--- src/rtl/reflet_uart_boot_loader_if.sv ---
// ----------------------------------------------------------------------------
// reflet_uart_boot_loader_if
// Bundle of the boot loader's system-facing signals.
//   boot_skip     host/board -> loader : release the CPU without loading
//   rx            host/board -> loader : UART receive line, idle high
//   mem_addr      loader -> RAM        : word address of the write
//   mem_data      loader -> RAM        : 16-bit word to write
//   mem_write_en  loader -> RAM        : one-cycle write strobe
//   inst_ready    loader -> controller : image stored and verified (or skipped)
//   load_error    loader -> controller : sticky, last load attempt failed
//   busy          loader -> controller : a load is in progress
// The loader itself connects through the slave modport; the surrounding
// system (or a testbench) drives through the master modport.
// ----------------------------------------------------------------------------
interface reflet_uart_boot_loader_if #(
  parameter int addr_size = 14
);
  logic                 boot_skip;
  logic                 rx;
  logic [addr_size-1:0] mem_addr;
  logic [15:0]          mem_data;
  logic                 mem_write_en;
  logic                 inst_ready;
  logic                 load_error;
  logic                 busy;

  modport master (
    output boot_skip, rx,
    input  mem_addr, mem_data, mem_write_en, inst_ready, load_error, busy
  );

  modport slave (
    input  boot_skip, rx,
    output mem_addr, mem_data, mem_write_en, inst_ready, load_error, busy
  );
endinterface

--- src/rtl/reflet_uart_boot_loader.sv ---
// ----------------------------------------------------------------------------
// reflet_uart_boot_loader
// Receives a program image over an 8N1 UART and writes it word by word into
// the 16-bit instruction RAM, then raises inst_ready once the trailing
// checksum matches. boot_skip releases the CPU with the RAM untouched.
//
// Frame (little-endian): A5 | LEN_LO | LEN_HI | LEN x (lo, hi) | CSUM
// CSUM is the 8-bit wrapping sum of every byte between sync and CSUM.
//
// Ports
//   clk    system clock
//   reset  synchronous reset, active low
//   bus    reflet_uart_boot_loader_if.slave (see interface header)
// ----------------------------------------------------------------------------
module reflet_uart_boot_loader #(
  parameter int clk_freq  = 1000000,
  parameter int baud_rate = 9600,
  parameter int inst_size = 128,
  parameter int addr_size = 14
) (
  input  logic                        clk,
  input  logic                        reset,
  reflet_uart_boot_loader_if.slave    bus
);

  // --------------------------------------------------------------------------
  // UART receiver
  // --------------------------------------------------------------------------
  localparam int bit_cycles  = clk_freq / baud_rate;
  localparam int half_cycles = bit_cycles / 2;
  localparam int cnt_w       = (bit_cycles > 2) ? $clog2(bit_cycles) : 1;
  localparam logic [cnt_w-1:0] bit_last  = cnt_w'(bit_cycles - 1);
  localparam logic [cnt_w-1:0] half_last = cnt_w'(half_cycles - 1);

  typedef enum logic [1:0] {
    RX_IDLE,
    RX_START,
    RX_DATA,
    RX_STOP
  } rx_state_t;

  rx_state_t        rx_state, rx_state_next;
  logic             rx_meta, rx_sync, rx_prev;
  logic [cnt_w-1:0] rx_cnt, rx_cnt_next;
  logic [2:0]       rx_bit_idx, rx_bit_next;
  logic [7:0]       rx_shift, rx_shift_next;
  logic             byte_valid, byte_valid_next;
  logic             frame_err, frame_err_next;
  logic [7:0]       rx_data;

  // Synchroniser flops reset to the idle-high level so leaving reset never
  // looks like a falling edge.
  always_ff @(posedge clk) begin
    // NOTE: non-blocking assignments in clocked blocks so every flop samples
    // its pre-edge inputs; blocking here would collapse the synchroniser chain.
    if (!reset) begin
      rx_meta    <= 1'b1;
      rx_sync    <= 1'b1;
      rx_prev    <= 1'b1;
      rx_state   <= RX_IDLE;
      rx_cnt     <= '0;
      rx_bit_idx <= '0;
      rx_shift   <= '0;
      byte_valid <= 1'b0;
      frame_err  <= 1'b0;
    end else begin
      rx_meta    <= bus.rx;
      rx_sync    <= rx_meta;
      rx_prev    <= rx_sync;
      rx_state   <= rx_state_next;
      rx_cnt     <= rx_cnt_next;
      rx_bit_idx <= rx_bit_next;
      rx_shift   <= rx_shift_next;
      byte_valid <= byte_valid_next;
      frame_err  <= frame_err_next;
    end
  end

  always_comb begin
    // NOTE: every signal gets a default before the case so no path leaves a
    // value unassigned, which would otherwise infer a latch.
    rx_state_next   = rx_state;
    rx_cnt_next     = rx_cnt + cnt_w'(1);
    rx_bit_next     = rx_bit_idx;
    rx_shift_next   = rx_shift;
    byte_valid_next = 1'b0;
    frame_err_next  = 1'b0;
    unique case (rx_state)
      RX_IDLE: begin
        rx_cnt_next = '0;
        if (rx_prev && !rx_sync) rx_state_next = RX_START;
      end
      RX_START: begin
        // Mid-start re-check: a line back high means the edge was a glitch.
        if (rx_cnt == half_last) begin
          rx_cnt_next   = '0;
          rx_bit_next   = '0;
          rx_state_next = rx_sync ? RX_IDLE : RX_DATA;
        end
      end
      RX_DATA: begin
        // Counting a full bit from the start-bit centre lands on data centres.
        if (rx_cnt == bit_last) begin
          rx_cnt_next   = '0;
          rx_shift_next = {rx_sync, rx_shift[7:1]};
          rx_bit_next   = rx_bit_idx + 3'd1;
          if (rx_bit_idx == 3'd7) rx_state_next = RX_STOP;
        end
      end
      RX_STOP: begin
        if (rx_cnt == bit_last) begin
          rx_cnt_next   = '0;
          rx_state_next = RX_IDLE;
          if (rx_sync) byte_valid_next = 1'b1;
          else         frame_err_next  = 1'b1;
        end
      end
      default: rx_state_next = RX_IDLE;
    endcase
  end

  assign rx_data = rx_shift;

  // --------------------------------------------------------------------------
  // Load sequencer
  // --------------------------------------------------------------------------
  typedef enum logic [2:0] {
    S_IDLE,
    S_LEN_LO,
    S_LEN_HI,
    S_DATA_LO,
    S_DATA_HI,
    S_CSUM,
    S_DONE,
    S_ERROR
  } ld_state_t;

  ld_state_t            state, state_next;
  logic [7:0]           len_lo;
  logic [15:0]          len;
  logic [7:0]           data_lo;
  logic [7:0]           sum;
  logic [addr_size-1:0] word_cnt;
  logic [addr_size-1:0] mem_addr_q;
  logic [15:0]          mem_data_q;
  logic                 mem_write_en_q;
  logic                 load_error_q;
  logic [15:0]          len_rx;
  logic                 last_word;
  logic                 loading;

  assign len_rx    = {rx_data, len_lo};
  assign last_word = (32'(word_cnt) + 32'd1) == 32'(len);
  assign loading   = (state == S_LEN_LO) || (state == S_LEN_HI) ||
                     (state == S_DATA_LO) || (state == S_DATA_HI) ||
                     (state == S_CSUM);

  always_ff @(posedge clk) begin
    if (!reset) state <= S_IDLE;
    else        state <= state_next;
  end

  always_comb begin
    state_next = state;
    unique case (state)
      S_IDLE: begin
        if (bus.boot_skip)                        state_next = S_DONE;
        else if (frame_err)                       state_next = S_ERROR;
        else if (byte_valid && rx_data == 8'hA5)  state_next = S_LEN_LO;
      end
      S_LEN_LO:  if (byte_valid) state_next = S_LEN_HI;
      S_LEN_HI: begin
        if (byte_valid) begin
          if (len_rx > 16'(inst_size)) state_next = S_ERROR;
          else if (len_rx == 16'd0)    state_next = S_CSUM;
          else                         state_next = S_DATA_LO;
        end
      end
      S_DATA_LO: if (byte_valid) state_next = S_DATA_HI;
      S_DATA_HI: if (byte_valid) state_next = last_word ? S_CSUM : S_DATA_LO;
      S_CSUM:    if (byte_valid) state_next = (rx_data == sum) ? S_DONE : S_ERROR;
      S_DONE:    state_next = S_DONE;
      S_ERROR:   state_next = S_IDLE;
      default:   state_next = S_IDLE;
    endcase
    // A broken frame anywhere inside a load abandons it.
    if (frame_err && loading) state_next = S_ERROR;
  end

  always_ff @(posedge clk) begin
    if (!reset) begin
      len_lo         <= '0;
      len            <= '0;
      data_lo        <= '0;
      sum            <= '0;
      word_cnt       <= '0;
      mem_addr_q     <= '0;
      mem_data_q     <= '0;
      mem_write_en_q <= 1'b0;
      load_error_q   <= 1'b0;
    end else begin
      mem_write_en_q <= 1'b0;
      if (state == S_IDLE && state_next == S_LEN_LO) begin
        sum      <= '0;
        word_cnt <= '0;
      end
      if (byte_valid) begin
        unique case (state)
          S_LEN_LO: begin
            len_lo <= rx_data;
            sum    <= sum + rx_data;
          end
          S_LEN_HI: begin
            len <= len_rx;
            sum <= sum + rx_data;
          end
          S_DATA_LO: begin
            data_lo <= rx_data;
            sum     <= sum + rx_data;
          end
          S_DATA_HI: begin
            sum            <= sum + rx_data;
            mem_data_q     <= {rx_data, data_lo};
            mem_addr_q     <= word_cnt;
            mem_write_en_q <= 1'b1;
            word_cnt       <= word_cnt + addr_size'(1);
          end
          default: ;
        endcase
      end
      if (state_next == S_ERROR)     load_error_q <= 1'b1;
      else if (state_next == S_DONE) load_error_q <= 1'b0;
    end
  end

  assign bus.mem_addr     = mem_addr_q;
  assign bus.mem_data     = mem_data_q;
  assign bus.mem_write_en = mem_write_en_q;
  assign bus.load_error   = load_error_q;
  assign bus.inst_ready   = (state == S_DONE);
  assign bus.busy         = loading;

endmodule

--- src/flat_wrapper.sv ---
// flat-port wrapper written by rule: the top's interface ports become plain ports
module reflet_uart_boot_loader_flat 
#(
  parameter int clk_freq  = 1000000,
  parameter int baud_rate = 9600,
  parameter int inst_size = 128,
  parameter int addr_size = 14
)
  (clk, reset, bus_boot_skip, bus_rx, bus_mem_addr, bus_mem_data, bus_mem_write_en, bus_inst_ready, bus_load_error, bus_busy);
  reflet_uart_boot_loader_if #(.addr_size(addr_size)) bus_i ();
  input  logic clk;
  input  logic reset;
  input wire logic [$bits(bus_i.boot_skip)-1:0] bus_boot_skip;
  input wire logic [$bits(bus_i.rx)-1:0] bus_rx;
  output wire logic [$bits(bus_i.mem_addr)-1:0] bus_mem_addr;
  output wire logic [$bits(bus_i.mem_data)-1:0] bus_mem_data;
  output wire logic [$bits(bus_i.mem_write_en)-1:0] bus_mem_write_en;
  output wire logic [$bits(bus_i.inst_ready)-1:0] bus_inst_ready;
  output wire logic [$bits(bus_i.load_error)-1:0] bus_load_error;
  output wire logic [$bits(bus_i.busy)-1:0] bus_busy;
  assign bus_i.boot_skip = bus_boot_skip;
  assign bus_i.rx = bus_rx;
  assign bus_mem_addr = bus_i.mem_addr;
  assign bus_mem_data = bus_i.mem_data;
  assign bus_mem_write_en = bus_i.mem_write_en;
  assign bus_inst_ready = bus_i.inst_ready;
  assign bus_load_error = bus_i.load_error;
  assign bus_busy = bus_i.busy;
  reflet_uart_boot_loader #(.clk_freq(clk_freq), .baud_rate(baud_rate), .inst_size(inst_size), .addr_size(addr_size)) u_core (.clk(clk), .reset(reset), .bus(bus_i));
endmodule
--- config.mk ---
export PLATFORM = sky130hd
export DESIGN_NAME = reflet_uart_boot_loader_flat
export DESIGN_NICKNAME = d
export VERILOG_FILES = /design/src/rtl/reflet_uart_boot_loader_if.sv /design/src/rtl/reflet_uart_boot_loader.sv /design/src/flat_wrapper.sv
export SDC_FILE = /design/constraint.sdc
export NUM_CORES = 1
export LEC_CHECK = 0
export CORE_ASPECT_RATIO = 1.4
export CORE_MARGIN = 2
export CORE_UTILIZATION = 53
export CTS_CLUSTER_SIZE = 30
export DETAILED_ROUTE_END_ITERATION = 8
export PLACE_DENSITY = 0.73
export SLEW_MARGIN = 30
export SYNTH_ARGS = -nofsm -noshare
export SYNTH_HDL_FRONTEND = slang
export SYNTH_SLANG_ARGS = --single-unit
export TNS_END_PERCENT = 50
--- constraint.sdc ---
create_clock -name clk -period 7.6 [get_ports clk]
set_clock_uncertainty 0.2 [all_clocks]
set_input_delay 1.52 -clock clk [delete_from_list [all_inputs] [get_ports clk]]
set_output_delay 1.52 -clock clk [all_outputs]
set_load 0.01 [all_outputs]
==> reports/qor.txt, run 1 <==
Post-route DRC: 0
hold worst-path end: u_core.rx_sync$_SDFF_PN1_
R2R cell count: 9
CTS tree: built
Mapped Cells: 679
CTS Sinks: 114
minimum clock period: 3.86 ns
Final Net Count: 706
Hold Path Class: reg2reg
final WL: 12200 um
# IOs: 38
detailed placement HPWL: 8270 um
Post-DRT Antenna Nets: 0
Port-buffer cells: 37
total CTS buffers: 17
reg-to-reg critical path endpoint: u_core.bus.load_error$_SDFFE_PN0P_
Rel. slew slack: 0.458
die width: 90.6 um
first-pass GRT wire length: 21000 um
RSZ-0062 raised after global routing: false
clock root cell: clkbuf_16
final number of setup-violating endpoints: 0
max cap viols: 0
effective utilization at floorplan: 0.541
FP Rows: 44
insertion delay to the later sink of the worst-skew pair: 0.41 ns
vias: 4668
FFs w/ async S/R, synth: 0
DIE HEIGHT: 125 um
worst-margin pin slew: 0.810 ns
Post-CTS Hold Buffers: 0
fmax: 259 MHz
Worst setup EP type: output pin
worst path bufs/invs: 1
Yosys reg bits: 114
Top FF cell, synth: dfxtp_1
CP delay by family, top: flip-flops
largest stage delay on the critical path: 0.60 ns
clk buf depth: 2
outcome: finished clean
leakage power: 2.23 nW
CTS resizes: 0
Critical R2R Launch: u_core.word_cnt[0]$_SDFF_PN0_
Layout area overhead: 17.7%
R2R Setup Slk: 4.32 ns
buffer count from post-CTS setup fixing: 0
clk slew on worst S/H paths: 0.05 ns
Post-Syn Area per Cell: 8.20 um^2
share of cells above drive strength 1: 0.0654
Yosys cell types: 64
syn nets: 695
Setup crit start kind: flip-flop
Worst path depth: 3
number of global-route vias before repair: 4584
Hold WS: 0.238 ns
Hold Crit Depth: 1
CP cell instances: or3_1 -> a21boi_0 -> clkdlybuf4s50_1
Post-synth EDFFs: 0
final setup margin: 3.74 ns
max-slew violations: 0
Final Cycle Share: 0.508
Peak VDD IR: 0.183 mV
initial antenna violation count: 0
Crit-path slowest cell: dfxtp_1
warnings from Yosys: 0
vias per cell: 5.55
placed insts: 809
gr ovfl total: 0
hold path start: u_core.rx_meta$_SDFF_PN1_
Critical Path RT: 5.88 ns
GPL Wtd Cong: 0.817
FILL cells: 865
critical path class: reg2out
CTS H-tree lvls: 4
DP Worst Slack: 3.73 ns
die area: 11400 um^2
Post-Layout Cell Count: 841
All-Layer GR Usage: 0.227
core area: 10300 um^2
fin util: 0.636
power density cells: 229 nW/um^2
Hold Vio Cnt, Final: 0
Iter 0 DRT Violations: 276
TNS Setup: 0 ns
WP data arrival: 2.14 ns
largest net degree at the start of global routing: 79
Cell Area, Synth: 5570 um^2
register area share after synthesis: 0.410
Pre-antenna DRT Iters: 4
maximum fanout along the worst path: 16
n_diodes: 0
WL/cell: 14.5 um
==> cell families (layout without fill, tap and decap cells) <==
kind of cell / count (synthesis) / in the layout / share of synthesized area
simple gates: 309 / 309 / 0.263
buf+inv: 62 / 86 / 0.0512
flops: 114 / 114 / 0.410
xor+xnor: 26 / 26 / 0.0409
mux: 11 / 11 / 0.0198
fa+ha+maj: 12 / 12 / 0.0283
compound gates: 145 / 145 / 0.187
==> layout by cell type, fill, tap and decap left out, types with 8 or more instances in the layout <==
| master | n |
|---|---|
| clkdlybuf4s50_1 | 36 |
| nor4_1 | 8 |
| nor3_1 | 16 |
| a21oi_1 | 18 |
| xnor2_1 | 17 |
| inv_1 | 13 |
| and2_1 | 13 |
| nor2b_1 | 23 |
| a21boi_0 | 69 |
| dfxtp_1 | 114 |
| o21ai_0 | 22 |
| and3_1 | 9 |
| ha_1 | 11 |
| nand3_1 | 22 |
| mux2i_1 | 11 |
| xor2_1 | 9 |
| clkbuf_16 | 17 |
| nand2_1 | 156 |
| nor2_1 | 31 |
==> area by class of cell <==
| type | count | area [um^2] | area share |
|---|---|---|---|
| Multi-Input combinational cell | 503 | 3010 | 0.459 |
| Inverter | 13 | 48.8 | 0.00745 |
| Clock inverter | 12 | 179 | 0.0273 |
| Tap cell | 138 | 173 | 0.0264 |
| Clock buffer | 20 | 467 | 0.0712 |
| Sequential cell | 114 | 2280 | 0.348 |
| Timing Repair Buffer | 41 | 395 | 0.0603 |
==> synth_stat cells (2+ instances only) <==
cell type	number	share of area
buf_2	3	0.0027
buf_6	4	0.0081
clkbuf_1	34	0.023
nor3_1	16	0.014
and2_1	13	0.015
o22ai_1	3	0.0034
a221o_1	2	0.0036
a21o_1	3	0.0040
nand2_1	156	0.11
nor2b_1	23	0.026
nor4b_1	3	0.0047
dfxtp_1	114	0.41
a21oi_1	18	0.016
nor4_1	8	0.0090
a21boi_0	69	0.093
buf_4	5	0.0067
inv_1	13	0.0088
nand3b_1	3	0.0040
xor2_1	9	0.014
nand4_1	5	0.0056
nand3_1	22	0.020
and3_1	9	0.010
a22oi_1	4	0.0054
ha_1	11	0.025
nand2b_1	3	0.0034
o21ai_0	22	0.020
o21bai_1	2	0.0027
and3b_1	2	0.0031
a211o_1	2	0.0031
mux2i_1	11	0.020
buf_1	3	0.0020
o211ai_1	3	0.0040
or3_1	4	0.0045
xnor2_1	17	0.027
nor2_1	31	0.021
==> through the flow <==
step                area [um^2]  power [mW]
floorplan                  5570       0.649
global placement           5910       0.658
detailed placement         5910       0.659
CTS                        6550        1.51
global route               6550        1.54
finish                     6550        1.50
==> worst max path at each step <==
stage	startpoint	endpoint	slack, ns
floorplan	bus_boot_skip	u_core.word_cnt[10]$_SDFF_PN0_	4.77
global placement	bus_boot_skip	u_core.word_cnt[11]$_SDFF_PN0_	3.83
detailed placement	bus_boot_skip	u_core.word_cnt[4]$_SDFF_PN0_	3.73
CTS	u_core.state[0]$_SDFF_PN0_	bus_busy	3.72
global route	u_core.state[0]$_SDFF_PN0_	bus_busy	3.57
finish	u_core.state[0]$_SDFF_PN0_	bus_busy	3.74
==> sequential cells by signal (all words and copies together), names as in the netlist, 3 cells and up, named ones only <==
signal / cells
u_core.rx_cnt: 7
u_core.len: 16
u_core.rx_bit_idx: 3
u_core.state: 3
u_core.data_lo: 8
u_core.bus.mem_data: 16
u_core.len_lo: 8
u_core.word_cnt: 14
u_core.bus.mem_addr: 14
u_core.rx_data: 8
u_core.sum: 8
==> layer usage <==
metal / part of all wire / global-route usage / up-vias
met5: 0 / 0 / -
met4: 0.033 / 0.129 / 0
met3: 0.037 / 0.0506 / 33
met2: 0.53 / 0.406 / 97
met1: 0.40 / 0.245 / 2207
li1: - / - / 2331
==> where the power goes <==
| part | internal, mW | switching (mW) | leakage [nW] |
|---|---|---|---|
| Combinational | 0.0194 | 0.0195 | 0.998 |
| Clock | 0.575 | 0.278 | 0.309 |
| Sequential | 0.601 | 0.00681 | 0.919 |
| Total | 1.19 | 0.304 | 2.23 |
==> worst register-to-register path: stages, from the launching register on <==
cell and delay, ns:
dfxtp_1 0.51, ha_1 0.41, nand4_1 0.26, or2_0 0.39
a311oi_1 0.36, a2bb2oi_2 0.21, a41oi_1 0.22, a211oi_2 0.33
a21oi_1 0.10, a31o_1 0.19
Note: power is estimated with default switching activity, not from simulation.
==> run 2: changes to the inputs <==
PLACE_DENSITY = 0.76   (was 0.73)
clock period = 3.3 ns   (was 7.6 ns; I/O delays follow)
==> reports/qor.txt, run 2 (same netlist as run 1, synthesis figures left out) <==
Setup crit start kind: flip-flop
final number of setup-violating endpoints: 0 (unchanged)
largest net degree at the start of global routing: 85 (+7.6%)
Peak VDD IR: 0.469 mV (+160%)
final setup margin: 0.221 ns (-3.52 ns)
hold path start: u_core.rx_meta$_SDFF_PN1_
hold worst-path end: u_core.rx_sync$_SDFF_PN1_
switching share of power: 0.207 (+0.00422)
Port-buffer cells: 37 (unchanged)
Layout area overhead: 17.1%
buffer count from post-CTS setup fixing: 0 (unchanged)
share of cells above drive strength 1: 0.0680 (+0.00255)
Worst setup EP type: flip-flop
insertion delay to the later sink of the worst-skew pair: 0.41 ns (about the same)
outcome: finished clean
fin util: 0.633 (-0.00316)
Post-DRT Antenna Nets: 0 (unchanged)
most common cell after layout, fill and taps aside: nand2_1
number of global-route vias before repair: 4611 (+0.59%)
Final Net Count: 710 (+0.57%)
most frequent cells in the layout: nand2_1 (156), dfxtp_1 (114), a21boi_0 (69)
total CTS buffers: 17 (unchanged)
minimum clock period: 3.08 ns
die area: 11400 um^2 (unchanged)
R2R Setup Slk: 0.22 ns (-4.10 ns)
clk slew on worst S/H paths: 0.05 ns (about the same)
Rel. slew slack: 0.447 (-0.0113)
net switching power: 0.665 mW (+120%)
Hold Path Class: reg2reg
RSZ-0062 raised after global routing: false
effective utilization at floorplan: 0.541 (unchanged)
clock network power share: 0.536 (-0.033)
WL/cell: 14.4 um (-0.84%)
reg-to-reg critical path endpoint: u_core.bus.load_error$_SDFFE_PN0P_
CTS Sinks: 114 (unchanged)
# IOs: 38 (unchanged)
GPL Wtd Cong: 0.858 (+5.0%)
detailed placement HPWL: 8070 um (-2.4%)
Critical R2R Launch: u_core.word_cnt[0]$_SDFF_PN0_
CTS tree: built
max cap viols: 0 (unchanged)
n_diodes: 0 (unchanged)
critical path class: reg2reg
R2R cell count: 9 (unchanged)
vias: 4706 (+0.81%)
CTS H-tree lvls: 4 (unchanged)
Final Cycle Share: 0.933
Post-route DRC: 0 (unchanged)
worst-margin pin slew: 0.827 ns (+0.0169 ns)
leakage power: 2.21 nW (-0.81%)
All-Layer GR Usage: 0.222 (-0.00472)
power density cells: 493 nW/um^2 (+120%)
max-slew violations: 0 (unchanged)
first-pass GRT wire length: 20700 um (-1.6%)
DIE HEIGHT: 125 um (unchanged)
gr ovfl total: 0 (unchanged)
core area: 10300 um^2 (unchanged)
Hold Crit Depth: 1 (unchanged)
final WL: 12200 um (-0.48%)
DP Worst Slack: 0.176 ns (-3.56 ns)
Logic pwr share: 0.028 (+0.002)
clock root cell: clkbuf_16
fmax: 325 MHz
WP data arrival: 3.18 ns (+1.04 ns)
Hold Vio Cnt, Final: 0 (unchanged)
maximum fanout along the worst path: 9 (-7)
TNS Setup: 0 ns (unchanged)
Iter 0 DRT Violations: 292 (+5.8%)
share of power burned in registers: 0.436 (+0.031)
die width: 90.6 um (unchanged)
clk buf depth: 2 (unchanged)
Pre-antenna DRT Iters: 8 (+4)
FP Rows: 44 (unchanged)
Critical Path RT: 3.40 ns (-2.48 ns)
initial antenna violation count: 0 (unchanged)
Power Internal: 2.55 mW (+110%)
Pwr Total: 3.21 mW (+110%)
vias per cell: 5.58 (+0.46%)
## run 2: cell count changes in the layout (fill, tap and decap cells not counted)
cell	change
buf_4	+3
clkbuf_1	+3
bufinv_16	-2
clkbuf_8	-2
clkinv_2	+2
a311oi_1	-1
a311oi_2	+1
buf_12	+1
clkinv_4	-1
ha_1	-1
ha_2	+1
inv_6	-1
## run 2: layout make-up
class                   count  area (um^2)
fillers                   902         3770
clock buffers              21          450
clock inverters            10          111
repair buffers             45          438
well taps                 138          173
flip-flops and latches    114         2280
multi-input cells         503         3020
inverters                  13         48.8
## run 2: routing by layer
metal  routed length, um  global-route usage  part of all wire
met4                 283               0.114             0.023
met5                   0                   0                 0
met3                 480              0.0470             0.039
met1                5010               0.247              0.41
met2                6390               0.397              0.53
## run 2: worst max-delay path: stages (launching register included)
cell       delay, ns
dfxtp_1         0.50
ha_2            0.33
nand4_1         0.22
or2_0           0.40
a311oi_2        0.34
a2bb2oi_2       0.21
a41oi_1         0.19
a211oi_2        0.30
a21oi_1         0.09
a31o_1          0.19
## run 2: timing repair
item	in CTS	in global routing
gates resized for setup	0	2
endpoints found under the setup margin	0	1
endpoints found under the hold margin	0	0
hold buffers	0	0
## run 2: stage by stage
step	instance area, um^2	hold slack [ns]	std cells
finish	6520	0.209	844
global route	6520	0.237	844
CTS	6510	0.213	844
detailed placement	5950	0.193	813
global placement	5950	0.201	813
floorplan	5570	0.186	679
## run 2: worst max-delay path by stage
stage                                  start                                 end  slack [ns]
3_3_place_gp   u_core.word_cnt[0]$_SDFF_PN0_  u_core.bus.load_error$_SDFFE_PN0P_        0.29
3_5_place_dp   u_core.word_cnt[0]$_SDFF_PN0_  u_core.bus.load_error$_SDFFE_PN0P_        0.18
2_1_floorplan  u_core.word_cnt[1]$_SDFF_PN0_  u_core.bus.load_error$_SDFFE_PN0P_        0.65
6_report       u_core.word_cnt[0]$_SDFF_PN0_  u_core.bus.load_error$_SDFFE_PN0P_        0.22
5_1_grt        u_core.word_cnt[0]$_SDFF_PN0_  u_core.bus.load_error$_SDFFE_PN0P_        0.02
4_1_cts        u_core.word_cnt[0]$_SDFF_PN0_  u_core.bus.load_error$_SDFFE_PN0P_        0.15
## run 2: power by group through the flow
| stage | sequential [mW] | combinational, mW | clock, mW |
|---|---|---|---|
| CTS | 1.40 | 0.0910 | 1.75 |
| floorplan | 1.42 | 0.0771 | 0 |
| detailed placement | 1.43 | 0.0912 | 0 |
| global route | 1.40 | 0.100 | 1.82 |
| global placement | 1.43 | 0.0900 | 0 |
| finish | 1.40 | 0.0906 | 1.72 |
